$ cat src/rtl/iig_rect_reader.sv
// Rectangle-sum reader for the integral-image BRAM.
// Each accepted rectangle (x, y, w, h) issues one read per corner A, B, C, D
// in fixed slots, tags every slot through a read-latency pipeline, and
// accumulates sum = D - B - C + A. Corners on row/column -1 are masked: they
// are not read and contribute zero. Illegal rectangles skip straight to DONE.
module iig_rect_reader #(
  parameter int unsigned IMG_W  = 80,
  parameter int unsigned IMG_H  = 60,
  parameter int unsigned RD_LAT = 2
) (
  input  logic        iClk,
  input  logic        iReset,
  input  logic        iEnable,
  input  logic        iReq_valid,
  output logic        oReq_ready,
  input  logic [6:0]  iX,
  input  logic [5:0]  iY,
  input  logic [6:0]  iW,
  input  logic [5:0]  iH,
  output logic        oRdreq_to_IIGBRAM,
  output logic [12:0] oAddr_to_IIGBRAM,
  input  logic [20:0] iData_from_IIGBRAM,
  output logic        oSum_valid,
  output logic [20:0] oSum,
  output logic        oErr
);

  localparam int unsigned WCW = (RD_LAT > 1) ? $clog2(RD_LAT) : 1;

  typedef enum logic [1:0] {IDLE, ISSUE, WAIT, DONE} state_t;

  state_t             state;
  logic [1:0]         slot;
  logic [WCW-1:0]     wait_cnt;
  logic [6:0]         x_q;
  logic [5:0]         y_q;
  logic [6:0]         w_q;
  logic [5:0]         h_q;
  logic               err_q;
  logic               issue_neg;
  logic signed [21:0] acc;

  logic [RD_LAT-1:0]  tag_vld;
  logic [RD_LAT-1:0]  tag_neg;

  logic               accept;
  logic               req_illegal;
  logic [7:0]         cx;
  logic [6:0]         cy;
  logic               corner_masked;
  logic [12:0]        corner_addr;
  logic signed [21:0] data_ext;
  logic signed [21:0] acc_next;

  // Handshake and legality of the request currently on the inputs.
  always_comb begin
    accept      = (state == IDLE) && iReq_valid && oReq_ready;
    req_illegal = (iW == 7'd0) || (iH == 6'd0) ||
                  ((32'(iX) + 32'(iW)) > IMG_W) ||
                  ((32'(iY) + 32'(iH)) > IMG_H);
  end

  // Corner coordinates for the current slot: bit 0 selects right column, bit 1 bottom row.
  always_comb begin
    cx = slot[0] ? (8'(x_q) + 8'(w_q) - 8'd1) : (8'(x_q) - 8'd1);
    cy = slot[1] ? (7'(y_q) + 7'(h_q) - 7'd1) : (7'(y_q) - 7'd1);
    corner_masked = (!slot[0] && (x_q == 7'd0)) || (!slot[1] && (y_q == 6'd0));
    corner_addr   = 13'(cy) * 13'(IMG_W) + 13'(cx);
  end

  // Add or subtract the word whose tag emerges this cycle; masked slots add nothing.
  always_comb begin
    data_ext = $signed({1'b0, iData_from_IIGBRAM});
    acc_next = acc;
    if (tag_vld[RD_LAT-1]) begin
      acc_next = tag_neg[RD_LAT-1] ? (acc - data_ext) : (acc + data_ext);
    end
  end

  // Tag pipeline aligned with BRAM read latency; the read strobe register is its input.
  always_ff @(posedge iClk) begin
    if (iReset) begin
      tag_vld <= '0;
      tag_neg <= '0;
    end else begin
      tag_vld[0] <= oRdreq_to_IIGBRAM;
      tag_neg[0] <= issue_neg;
      for (int i = 1; i < int'(RD_LAT); i++) begin
        tag_vld[i] <= tag_vld[i-1];
        tag_neg[i] <= tag_neg[i-1];
      end
    end
  end

  // Control FSM with registered outputs.
  always_ff @(posedge iClk) begin
    if (iReset) begin
      state             <= IDLE;
      slot              <= 2'd0;
      wait_cnt          <= '0;
      x_q               <= 7'd0;
      y_q               <= 6'd0;
      w_q               <= 7'd0;
      h_q               <= 6'd0;
      err_q             <= 1'b0;
      issue_neg         <= 1'b0;
      acc               <= '0;
      oReq_ready        <= 1'b0;
      oRdreq_to_IIGBRAM <= 1'b0;
      oAddr_to_IIGBRAM  <= 13'd0;
      oSum_valid        <= 1'b0;
      oSum              <= 21'd0;
      oErr              <= 1'b0;
    end else begin
      oSum_valid <= 1'b0;
      acc        <= accept ? 22'sd0 : acc_next;
      case (state)
        IDLE: begin
          oRdreq_to_IIGBRAM <= 1'b0;
          oAddr_to_IIGBRAM  <= 13'd0;
          if (accept) begin
            oReq_ready <= 1'b0;
            x_q        <= iX;
            y_q        <= iY;
            w_q        <= iW;
            h_q        <= iH;
            err_q      <= req_illegal;
            slot       <= 2'd0;
            state      <= req_illegal ? DONE : ISSUE;
          end else begin
            oReq_ready <= iEnable;
          end
        end
        ISSUE: begin
          oRdreq_to_IIGBRAM <= !corner_masked;
          oAddr_to_IIGBRAM  <= corner_masked ? 13'd0 : corner_addr;
          issue_neg         <= slot[0] ^ slot[1];
          slot              <= slot + 2'd1;
          if (slot == 2'd3) begin
            wait_cnt <= '0;
            state    <= WAIT;
          end
        end
        WAIT: begin
          oRdreq_to_IIGBRAM <= 1'b0;
          oAddr_to_IIGBRAM  <= 13'd0;
          wait_cnt          <= wait_cnt + WCW'(1);
          if (wait_cnt == WCW'(RD_LAT - 1)) begin
            state <= DONE;
          end
        end
        DONE: begin
          oRdreq_to_IIGBRAM <= 1'b0;
          oAddr_to_IIGBRAM  <= 13'd0;
          oSum_valid        <= 1'b1;
          oSum              <= err_q ? 21'd0 : acc_next[20:0];
          oErr              <= err_q;
          oReq_ready        <= iEnable;
          state             <= IDLE;
        end
        default: state <= IDLE;
      endcase
    end
  end

endmodule
$ cat config.mk
export PLATFORM = sky130hd
export DESIGN_NAME = iig_rect_reader
export DESIGN_NICKNAME = d
export VERILOG_FILES = /design/src/rtl/iig_rect_reader.sv
export SDC_FILE = /design/constraint.sdc
export NUM_CORES = 1
export LEC_CHECK = 0
export CORE_MARGIN = 3
export CORE_UTILIZATION = 61
export DETAILED_ROUTE_END_ITERATION = 8
export GPL_TIMING_DRIVEN = 0
export PLACE_DENSITY_LB_ADDON = 0.15
export SETUP_SLACK_MARGIN = 0.1
export SLEW_MARGIN = 40
export SYNTH_ARGS = -nofsm -noshare
export SYNTH_HDL_FRONTEND = slang
export SYNTH_SLANG_ARGS = --single-unit
$ cat constraint.sdc
create_clock -name iClk -period 6.9 [get_ports iClk]
set_clock_uncertainty 0.2 [all_clocks]
set_input_delay 1.035 -clock iClk [delete_from_list [all_inputs] [get_ports iClk]]
set_output_delay 1.035 -clock iClk [all_outputs]
set_load 0.005 [all_outputs]
-- Yosys cells after proc, flatten, opt, wreduce, memory -nomap -nowiden
Index checks and enable logic that the tools add are counted.
- bits of input ports: 51
- register bits after elaboration: 97
- logic and storage cells: 88
- output and inout bits: 38
- $mul: 1
- add/subtract/negate cells: 13
- magnitude comparators: 2
- muxes and demuxes: 20
- eq/ne operators: 7
- reduce and logical (&&, ||, !) cells: 25
- bitwise gates (word level): 1
- operators with widths (cell ; number):
    21-bit 2-to-1 mux ; 2
    13-bit case mux with 2 select lines ; 1
    22-bit adder ; 1
    22-bit 2-to-1 mux ; 1
    22-bit subtractor ; 1
    7-bit by 7-bit adder with 8-bit output ; 2
    6-bit by 6-bit adder with 7-bit output ; 2
    7-bit zero test ; 2
    13-bit by 8-bit adder with 13-bit output ; 1
    13-bit 2-to-1 mux ; 1
    6-bit zero test ; 2
    2-bit 2-to-1 mux ; 5
    7-bit by 3-bit multiplier with 9-bit output, second input constant ; 1
    8-bit by 7-bit > comparator with 1-bit output, second input constant ; 1
    8-bit 2-to-1 mux ; 1
    2-bit case mux with 4 select lines ; 1
    7-bit by 1-bit subtractor with 8-bit output, second input constant ; 1
    8-bit by 1-bit subtractor with 8-bit output, second input constant ; 1
    7-bit by 6-bit > comparator with 1-bit output, second input constant ; 1
    7-bit 2-to-1 mux ; 1
    6-bit by 1-bit subtractor with 7-bit output, second input constant ; 1
    7-bit by 1-bit subtractor with 7-bit output, second input constant ; 1
    2-bit equality test, second input constant ; 3
    2-bit inequality test, second input constant ; 3
    16 further kinds ; 32

-- Depth between registers and ports, before layout
Gate-level depths: netlist (run 1).
- depth after elaboration: 7
- depth in mapped cells: 20
- mapped depth without buffers: 20

-- Least setup slack after synthesis (run 1)
OpenSTA, ideal clock, no wires.
- path kind: input port to flip-flop
- start point: input iData_from_IIGBRAM[1]
- end point: register acc[20]
- required time: 6.584 ns
- arrival time: 3.577 ns
- path buffers: 1
- stages on the path: 14
- path slack: 3.007 ns
- setup time: 0.116 ns
- path through: nor3_1 a31oi_1 nor2_1 o21ai_0 xnor2_1 ha_1 buf_2 and3_1 nand3_1 a21o_1 a311oi_2 or3_1 a31oi_1 a41o_1
- word-level cells in the longest chain between the ends: 3
- elaborated cells between the ends (all ways): 4
- classes of those cells: add/sub (2); mux (2)
- ends and longest elaborated chain (item ; RTL line ; text):
    start, declared ; 22 ; input logic [20:0] iData_from_IIGBRAM,
    22-bit adder or 22-bit subtractor (tied branches) ; 76 ; acc_next = tag_neg[RD_LAT-1] ? (acc - data_ext) : (acc + data_ext);
    22-bit 2-to-1 mux (*) ; 76 ;
    21-bit 2-to-1 mux (*) ; 75 ; if (tag_vld[RD_LAT-1]) begin
    end signal, assigned ; 116 ; acc <= accept ? 22'sd0 : acc_next;
    end, declared ; 41 ; logic signed [21:0] acc;
Every way passes the cells marked *; elsewhere a longest branch is shown, timed or not.
A chain may end at the register's enable or synchronous reset.

-- Worst setup path in the final report (run 1)
- start point: input iData_from_IIGBRAM[4]
- end point: register acc[20]
The elaborated chain is that of the path after synthesis.

==> impl_results.md, run 1 <==
* Result of the run: completed
* Post-Syn Nets at 1004
* Post-detailed-placement half-perimeter wirelength at 13.0 mm
* Fraction of synthesis flops using an asynchronous set or reset pin at 0%
* Post-layout instance area at 8280 µm²
* Number of antenna violations at the first check in global routing at 0
* TritonCTS buffer count at 9
* Insertion delay of the later-clocked pin in the worst-skew pair at 0.36 ns
* Number of global-route vias before repair at 6079
* Clock slew at the register clock pins of the worst setup and hold paths at about 0.07 ns
* Initial drt markers at 235
* TNS Setup at 0 ns
* Part of the total power dissipated in combinational logic at 46.6%
* Die outline width at 113 µm
* Combined area of all synthesized cells at 6920 µm²
* Sequential power share at 28.5%
* Wire length per cell at 14.9 µm
* Power density over the cells at ~260 nW/µm²
* Post-synth EDFFs at 0
* Critical Path Start Type: input pin
* Leading cell types by total area after synthesis: sky130_fd_sc_hd__dfxtp_1 (28%), sky130_fd_sc_hd__ha_1 (14%), sky130_fd_sc_hd__xnor2_1 (6.2%), sky130_fd_sc_hd__a21oi_1 (5.8%), sky130_fd_sc_hd__nand2_1 (5.4%)
* Non-Filler Instances at 1109
* DIE HEIGHT at 113 µm
* GR Overflow Total at 0
* Global-route usage over all layers at between 20% and 30%
* Buffer count from post-CTS setup fixing at 0
* Wire length of the first global-routing pass at approximately 27 mm
* Wire length reported by the detailed router at 16.5 mm
* CTS root buffer: sky130_fd_sc_hd__clkbuf_16
* Fmax at 0.218 GHz
* Area growth from synthesis to final layout at 19.7%
* Largest fanout on the critical path at 8
* H-Tree Depth at 3
* Die area at about 13000 µm²
* Count of TritonRoute iterations in the first routing pass at 5
* Tot Pwr at 2.12 mW
* Required @ worst endpoint at 6.95 ns
* Cell depth of the worst flop-to-flop path at 20
* Final estimated routing congestion in global placement at around 0.93
* Instance count after placement with tap cells included at 1093
* Port Buf Inserts at between 80 and 90
* Share of cells above drive strength 1 at between 4 and 5%
* Clock sink total at between 90 and 100
* Starting density of the core at 63.0%
* Remaining routing DRC violations at 0
* CTS Buffer Depth at 2
* Avg Vias per Cell at between 5 and 6
* Clock tree from TritonCTS: done
* Tightest hold margin at 0.253 ns
* Library cell with the largest summed area after synthesis: sky130_fd_sc_hd__dfxtp_1
* Synth warnings at 0
* Portion of synthesized cell area occupied by the leading cell type at between 20 and 30%
* Data arrival time of the critical path at around 4.6 ns
* Net switching power at 0.784 mW
* Peak ir drop on the vdd network at 0.000238 V
* Nets at 1102
* Number of failing setup endpoints in the final timing report at 0
* Pin count of the biggest net entering global routing at 18
* Leakage power figure at 3.37 nW
* Sw Share at 37.0%
* Synth Register Bits at between 90 and 100
* Setup repair after global routing missed its margin: false
* Clock network fraction of total power at 24.9%
* Crit end category: flip-flop
* Depth of the worst hold-timing path at 2
* CTS Hold Buffers Added at 0
* Crit path time final at 4.58 ns
* Transition time of the tightest slew-check pin at 0.670 ns
* Count of pins on the block boundary at between 80 and 90
* Number of distinct library cell variants in the gate-level netlist after synthesis at 69
* Standard-cell row count at 38
* Post-cts resize count at 0
* Antenna Violating Nets Remaining at 0
* Main synth FF type: sky130_fd_sc_hd__dfxtp_1
* Total internal power at 1.34 mW
* Type of the most critical hold path: reg -> reg
* Sequential fraction of the synthesis area at 27.8%
* Number of instances in the synthesized netlist at 866
* Hold Vio Cnt, Final at 0
* Mean instance size in the synthesized netlist at 7.99 µm²
* Relative max-transition margin at 55.3%
* Total core area at between 10000 and 15000 µm²
* Number of vias after detailed routing at 6256
* Count of final max-slew check failures at 0
* Crit path kind: in -> reg
* Ratio of final minimum period to clock period at 66.4%
* Count of antenna diodes in the layout at 0
* Max-cap violations at 0
* Area after detailed placement at 7970 µm²
==> layout make-up <==
class | count | area, µm²
buffer | 32 | 126
clock inverter | 6 | 76.3
clock buffer | 10 | 239
multi-input combinational | 654 | 4560
sequential | 96 | 1920
tap | 140 | 175
timing repair buffer | 87 | 871
inverter | 84 | 315
fill | 875 | 2700
==> registers in the layout (all words and copies together), names as in the netlist <==
signal             flops
x_q                    7
oSum                  21
oReq_ready             1
err_q                  1
oErr                   1
h_q                    6
oSum_valid             1
w_q                    7
wait_cnt               1
y_q                    6
slot                   2
oRdreq_to_IIGBRAM      1
issue_neg              1
tag_vld                2
oAddr_to_IIGBRAM      13
acc                   21
state                  2
tag_neg                2
==> per-layer routing <==
layer	global-route usage, %	part of all wire (%)
met4	12.3	3.5
met5	0	0
met1	30.5	42
met3	3.23	4.7
met2	48.2	50
==> worst paths after layout <==
path	from	to	slack (ns)
max reg2reg	y_q[1]$_SDFFE_PP0P_	oAddr_to_IIGBRAM[12]$_SDFF_PP0_	2.74
max	iData_from_IIGBRAM[4]	acc[20]$_SDFF_PP0_	2.32
min	oSum[10]$_SDFFE_PP0P_	oSum[10]$_SDFFE_PP0P_	0.25
min reg2reg	oSum[10]$_SDFFE_PP0P_	oSum[10]$_SDFFE_PP0P_	0.25
==> power groups by stage <==
stage / logic, mW / registers, mW / clock network (mW)
CTS: 0.991 / 0.604 / 0.532
finish: 0.987 / 0.604 / 0.528
global route: 1.13 / 0.608 / 0.549
detailed placement: 0.982 / 0.616 / 0
global placement: 0.962 / 0.615 / 0
floorplan: 0.794 / 0.611 / 0
==> placed cells by master, fill, tap and decap left out, drive strengths merged, types with 7 or more instances in the layout <==
cell type,instances
and3,10
buf,10
nand4,8
fa,7
xor2,14
nor2,77
a21o,17
nand3,12
o21ai,31
nor3,19
ha,80
nor4,7
nand2,99
a211oi,9
clkdlybuf4s50,87
a31oi,8
o21a,9
xnor2,50
o21bai,7
nor2b,18
a21oi,80
clkbuf,32
dfxtp,96
nand2b,9
inv,86
mux2i,18
==> worst max-delay path, stage by stage <==
cell	delay, ns
sky130_fd_sc_hd__clkdlybuf4s50_1	0.48
sky130_fd_sc_hd__nor3_1	0.45
sky130_fd_sc_hd__a31oi_1	0.27
sky130_fd_sc_hd__nor2_1	0.26
sky130_fd_sc_hd__o21ai_0	0.15
sky130_fd_sc_hd__xnor2_1	0.16
sky130_fd_sc_hd__ha_1	0.27
sky130_fd_sc_hd__buf_2	0.18
sky130_fd_sc_hd__and3_1	0.20
sky130_fd_sc_hd__nand3_1	0.09
sky130_fd_sc_hd__a21o_1	0.22
sky130_fd_sc_hd__a311oi_2	0.37
sky130_fd_sc_hd__or3_1	0.19
sky130_fd_sc_hd__a31oi_1	0.09
sky130_fd_sc_hd__a41o_1	0.22
==> metrics by stage <==
stage               setup slack, ns  utilization, %
floorplan                      3.01               -
global placement               2.12            72.5
detailed placement             2.05            72.5
CTS                            2.42            75.4
global route                   2.09            75.4
finish                         2.32            75.4
==> Yosys cell counts, drive strengths merged, types with 6 or more instances <==
| cell type | n |
|---|---|
| a211oi | 9 |
| a21o | 17 |
| a21oi | 80 |
| a31oi | 8 |
| and3 | 10 |
| buf | 10 |
| clkbuf | 22 |
| dfxtp | 96 |
| fa | 7 |
| ha | 80 |
| inv | 84 |
| mux2i | 18 |
| nand2 | 99 |
| nand2b | 9 |
| nand3 | 12 |
| nand4 | 8 |
| nor2 | 77 |
| nor2b | 18 |
| nor3 | 19 |
| nor4 | 7 |
| o211ai | 6 |
| o21a | 9 |
| o21ai | 31 |
| o21bai | 7 |
| xnor2 | 50 |
| xor2 | 14 |
==> logic make-up (layout without fill, tap and decap cells) <==
group,after synthesis,in the layout,synth area share (%)
adder cells (fa/ha/maj),87,87,16.5
flip-flops,96,96,27.8
AND/OR/NAND/NOR,279,279,19.0
XOR/XNOR,64,64,8.21
multiplexers,21,21,3.09
buffers and inverters,116,219,6.38
AO/OA/AOI/OAI,203,203,19.0
(Power assumes the default switching activity.)
==> run 2, diff against run 1 <==
- CORE_UTILIZATION: 61 -> 57
- clock period: 6.9 -> 4.47 ns (I/O delays scaled with it)
==> run 2 against run 1 <==
Effect of this change: cell area increased by 0.63%; clock power increased by 39%; setup slack got worse by 2.0 ns; final cell count increased by 0.36%; combinational power increased by 66%; power increased by 56%; register-to-register slack got worse by 2.3 ns; first-iteration DRC count increased by 85%; die area increased by 6.6%; sequential share of layout area decreased by 0.15 points.
==> impl_results.md, run 2 (synthesis results as in run 1) <==
* Crit path time final at ~4.1 ns
* Avg Vias per Cell at 5.62
* Relative max-transition margin at roughly 54%
* Peak ir drop on the vdd network at 0.000408 V
* Most used cells in the layout excluding fill and tap cells: sky130_fd_sc_hd__nand2_1 (99), sky130_fd_sc_hd__dfxtp_1 (96), sky130_fd_sc_hd__clkdlybuf4s50_1 (87), sky130_fd_sc_hd__inv_1 (83), sky130_fd_sc_hd__ha_1 (80)
* Leakage power figure at 3.38 nW
* TNS Setup at 0 ns
* Nets at 1104
* Count of TritonRoute iterations in the first routing pass at 7
* Clock sink total at 96
* Setup slack at placement at -0.0544 ns
* Type of the most critical hold path: reg -> reg
* Fmax at between 0.2 and 0.25 GHz
* Share of cells above drive strength 1 at 5.15%
* Clock slew at the register clock pins of the worst setup and hold paths at 0.07 ns
* Depth of the worst hold-timing path at 1
* Initial drt markers at 434
* Number of global-route vias before repair at 5796
* Crit end category: flip-flop
* Hold_sp: tag_neg[0]$_SDFF_PP0_
* Clock tree from TritonCTS: done
* Remaining routing DRC violations at 0
* Transition time of the tightest slew-check pin at 0.688 ns
* Count of antenna diodes in the layout at 0
* Number of failing setup endpoints in the final timing report at 0
* TritonCTS buffer count at 9
* Largest fanout on the critical path at 8
* Register-to-Register Setup Slack at between 0.4 and 0.5 ns
* Crit path kind: in -> reg
* Count of final max-slew check failures at 0
* Result of the run: completed
* End point of the worst hold path: tag_neg[1]$_SDFF_PP0_
* Registers with the most flip-flops: acc x21, oSum x21, oAddr_to_IIGBRAM x13
* Insertion delay of the later-clocked pin in the worst-skew pair at around 0.36 ns
* Global-route usage over all layers at 25.4%
* Die outline width at ~120 µm
* Setup WS post-layout at 0.327 ns
* Die area at 13500 µm²
* Standard-cell row count at 39
* Antenna Violating Nets Remaining at 0
* GR Overflow Total at 0
* RR Startpoint: y_q[1]$_SDFFE_PP0P_
* Wire length of the first global-routing pass at 27.3 mm
* Hold Vio Cnt, Final at 0
* Power density over the cells at 397 nW/µm²
* Number of vias after detailed routing at about 6300
* Post-detailed-placement half-perimeter wirelength at 13.2 mm
* Port Buf Inserts at 87
* Area growth from synthesis to final layout at 20.4%
* Wire length reported by the detailed router at 16.6 mm
* Worst flop-to-flop path endpoint: oAddr_to_IIGBRAM[12]$_SDFF_PP0_
* Pin count of the biggest net entering global routing at 17
* Data arrival time of the critical path at 4.17 ns
* Ratio of final minimum period to clock period at 92.7%
* Wire length per cell at 14.9 µm
* H-Tree Depth at 3
* Critical Path Start Type: input pin
* Count of pins on the block boundary at 89
* Setup repair after global routing missed its margin: false
* CTS root buffer: sky130_fd_sc_hd__clkbuf_16
* Commonest non-fill, non-tap cell in the layout: sky130_fd_sc_hd__nand2_1
* CTS Buffer Depth at 2
* Final estimated routing congestion in global placement at 0.966
* Number of antenna violations at the first check in global routing at 0
* Total core area at roughly 12000 µm²
* Max-cap violations at 0
* Required @ worst endpoint at 4.50 ns
* Starting density of the core at 59.3%
* Cell depth of the worst flop-to-flop path at 20
* DIE HEIGHT at ~120 µm
==> run 2: layout make-up <==
class                      instances  area [µm²]
multi-input combinational        654        4620
inverter                          84         315
sequential                        96        1920
fill                             951        3330
clock buffer                      10         239
tap                              143         179
clock inverter                     5        41.3
buffer                            32         129
timing repair buffer              89         886
==> run 2: report_power, final <==
group,leakage [nW],total (mW),internal (mW),switching (mW)
sequential,0.775,0.934,0.899,0.0349
clock,0.131,0.735,0.393,0.342
combinational,2.48,1.64,0.756,0.882
total,3.38,3.31,2.05,1.26
==> run 2: worst max-delay path: stages <==
cell	delay [ns]
sky130_fd_sc_hd__clkdlybuf4s50_1	0.50
sky130_fd_sc_hd__nor3_2	0.33
sky130_fd_sc_hd__a31oi_1	0.24
sky130_fd_sc_hd__nor2_2	0.20
sky130_fd_sc_hd__o21ai_0	0.12
sky130_fd_sc_hd__xnor2_1	0.16
sky130_fd_sc_hd__ha_1	0.27
sky130_fd_sc_hd__buf_2	0.18
sky130_fd_sc_hd__and3_1	0.20
sky130_fd_sc_hd__nand3_1	0.08
sky130_fd_sc_hd__a21o_2	0.25
sky130_fd_sc_hd__a311oi_4	0.40
sky130_fd_sc_hd__nor4_1	0.12
sky130_fd_sc_hd__nor4_1	0.36
sky130_fd_sc_hd__nand2_1	0.09
==> run 2: per-stage QoR <==
step                      instance area, µm²  hold WS (ns)  std cells  power (mW)  util, %
after floorplan                         6920         0.214        866        2.17        -
after global placement                  7970         0.219       1096        2.45     68.3
after detailed placement                7970         0.225       1096        2.50     68.3
after CTS                               8250         0.241       1111        3.24     70.7
after global routing                    8330         0.262       1113        3.57     71.5
final                                   8330         0.245       1113        3.31     71.5
==> run 2: what timing repair did <==
| action | CTS | global route |
|---|---|---|
| hold buffers | 0 | 0 |
| setup endpoints to repair | 0 | 4 |
| resized for setup | 0 | 15 |
| buffers inserted | 0 | 2 |
==> run 2: worst max-delay path by stage <==
stage	startpoint	endpoint	slack (ns)	cells past startpoint
after global placement	iData_from_IIGBRAM[4]	oSum[20]$_SDFFE_PP0P_	-0.01	15
after CTS	iData_from_IIGBRAM[1]	oSum[20]$_SDFFE_PP0P_	0.24	15
after global routing	iData_from_IIGBRAM[0]	oSum[20]$_SDFFE_PP0P_	0.09	16
final	iData_from_IIGBRAM[4]	oSum[20]$_SDFFE_PP0P_	0.33	15
after detailed placement	iData_from_IIGBRAM[1]	oSum[20]$_SDFFE_PP0P_	-0.05	15
after floorplan	y_q[1]$_SDFFE_PP0P_	oAddr_to_IIGBRAM[12]$_SDFF_PP0_	0.67	20
==> run 2: layer usage <==
metal / track usage (%) / vias up / share of wire [%]
met2: 39.6 / 169 / 44
li1: - / 3213 / -
met5: 0 / - / 0
met3: 5.44 / 22 / 5.9
met1: 35.8 / 2849 / 49
met4: 6.81 / 0 / 1.3
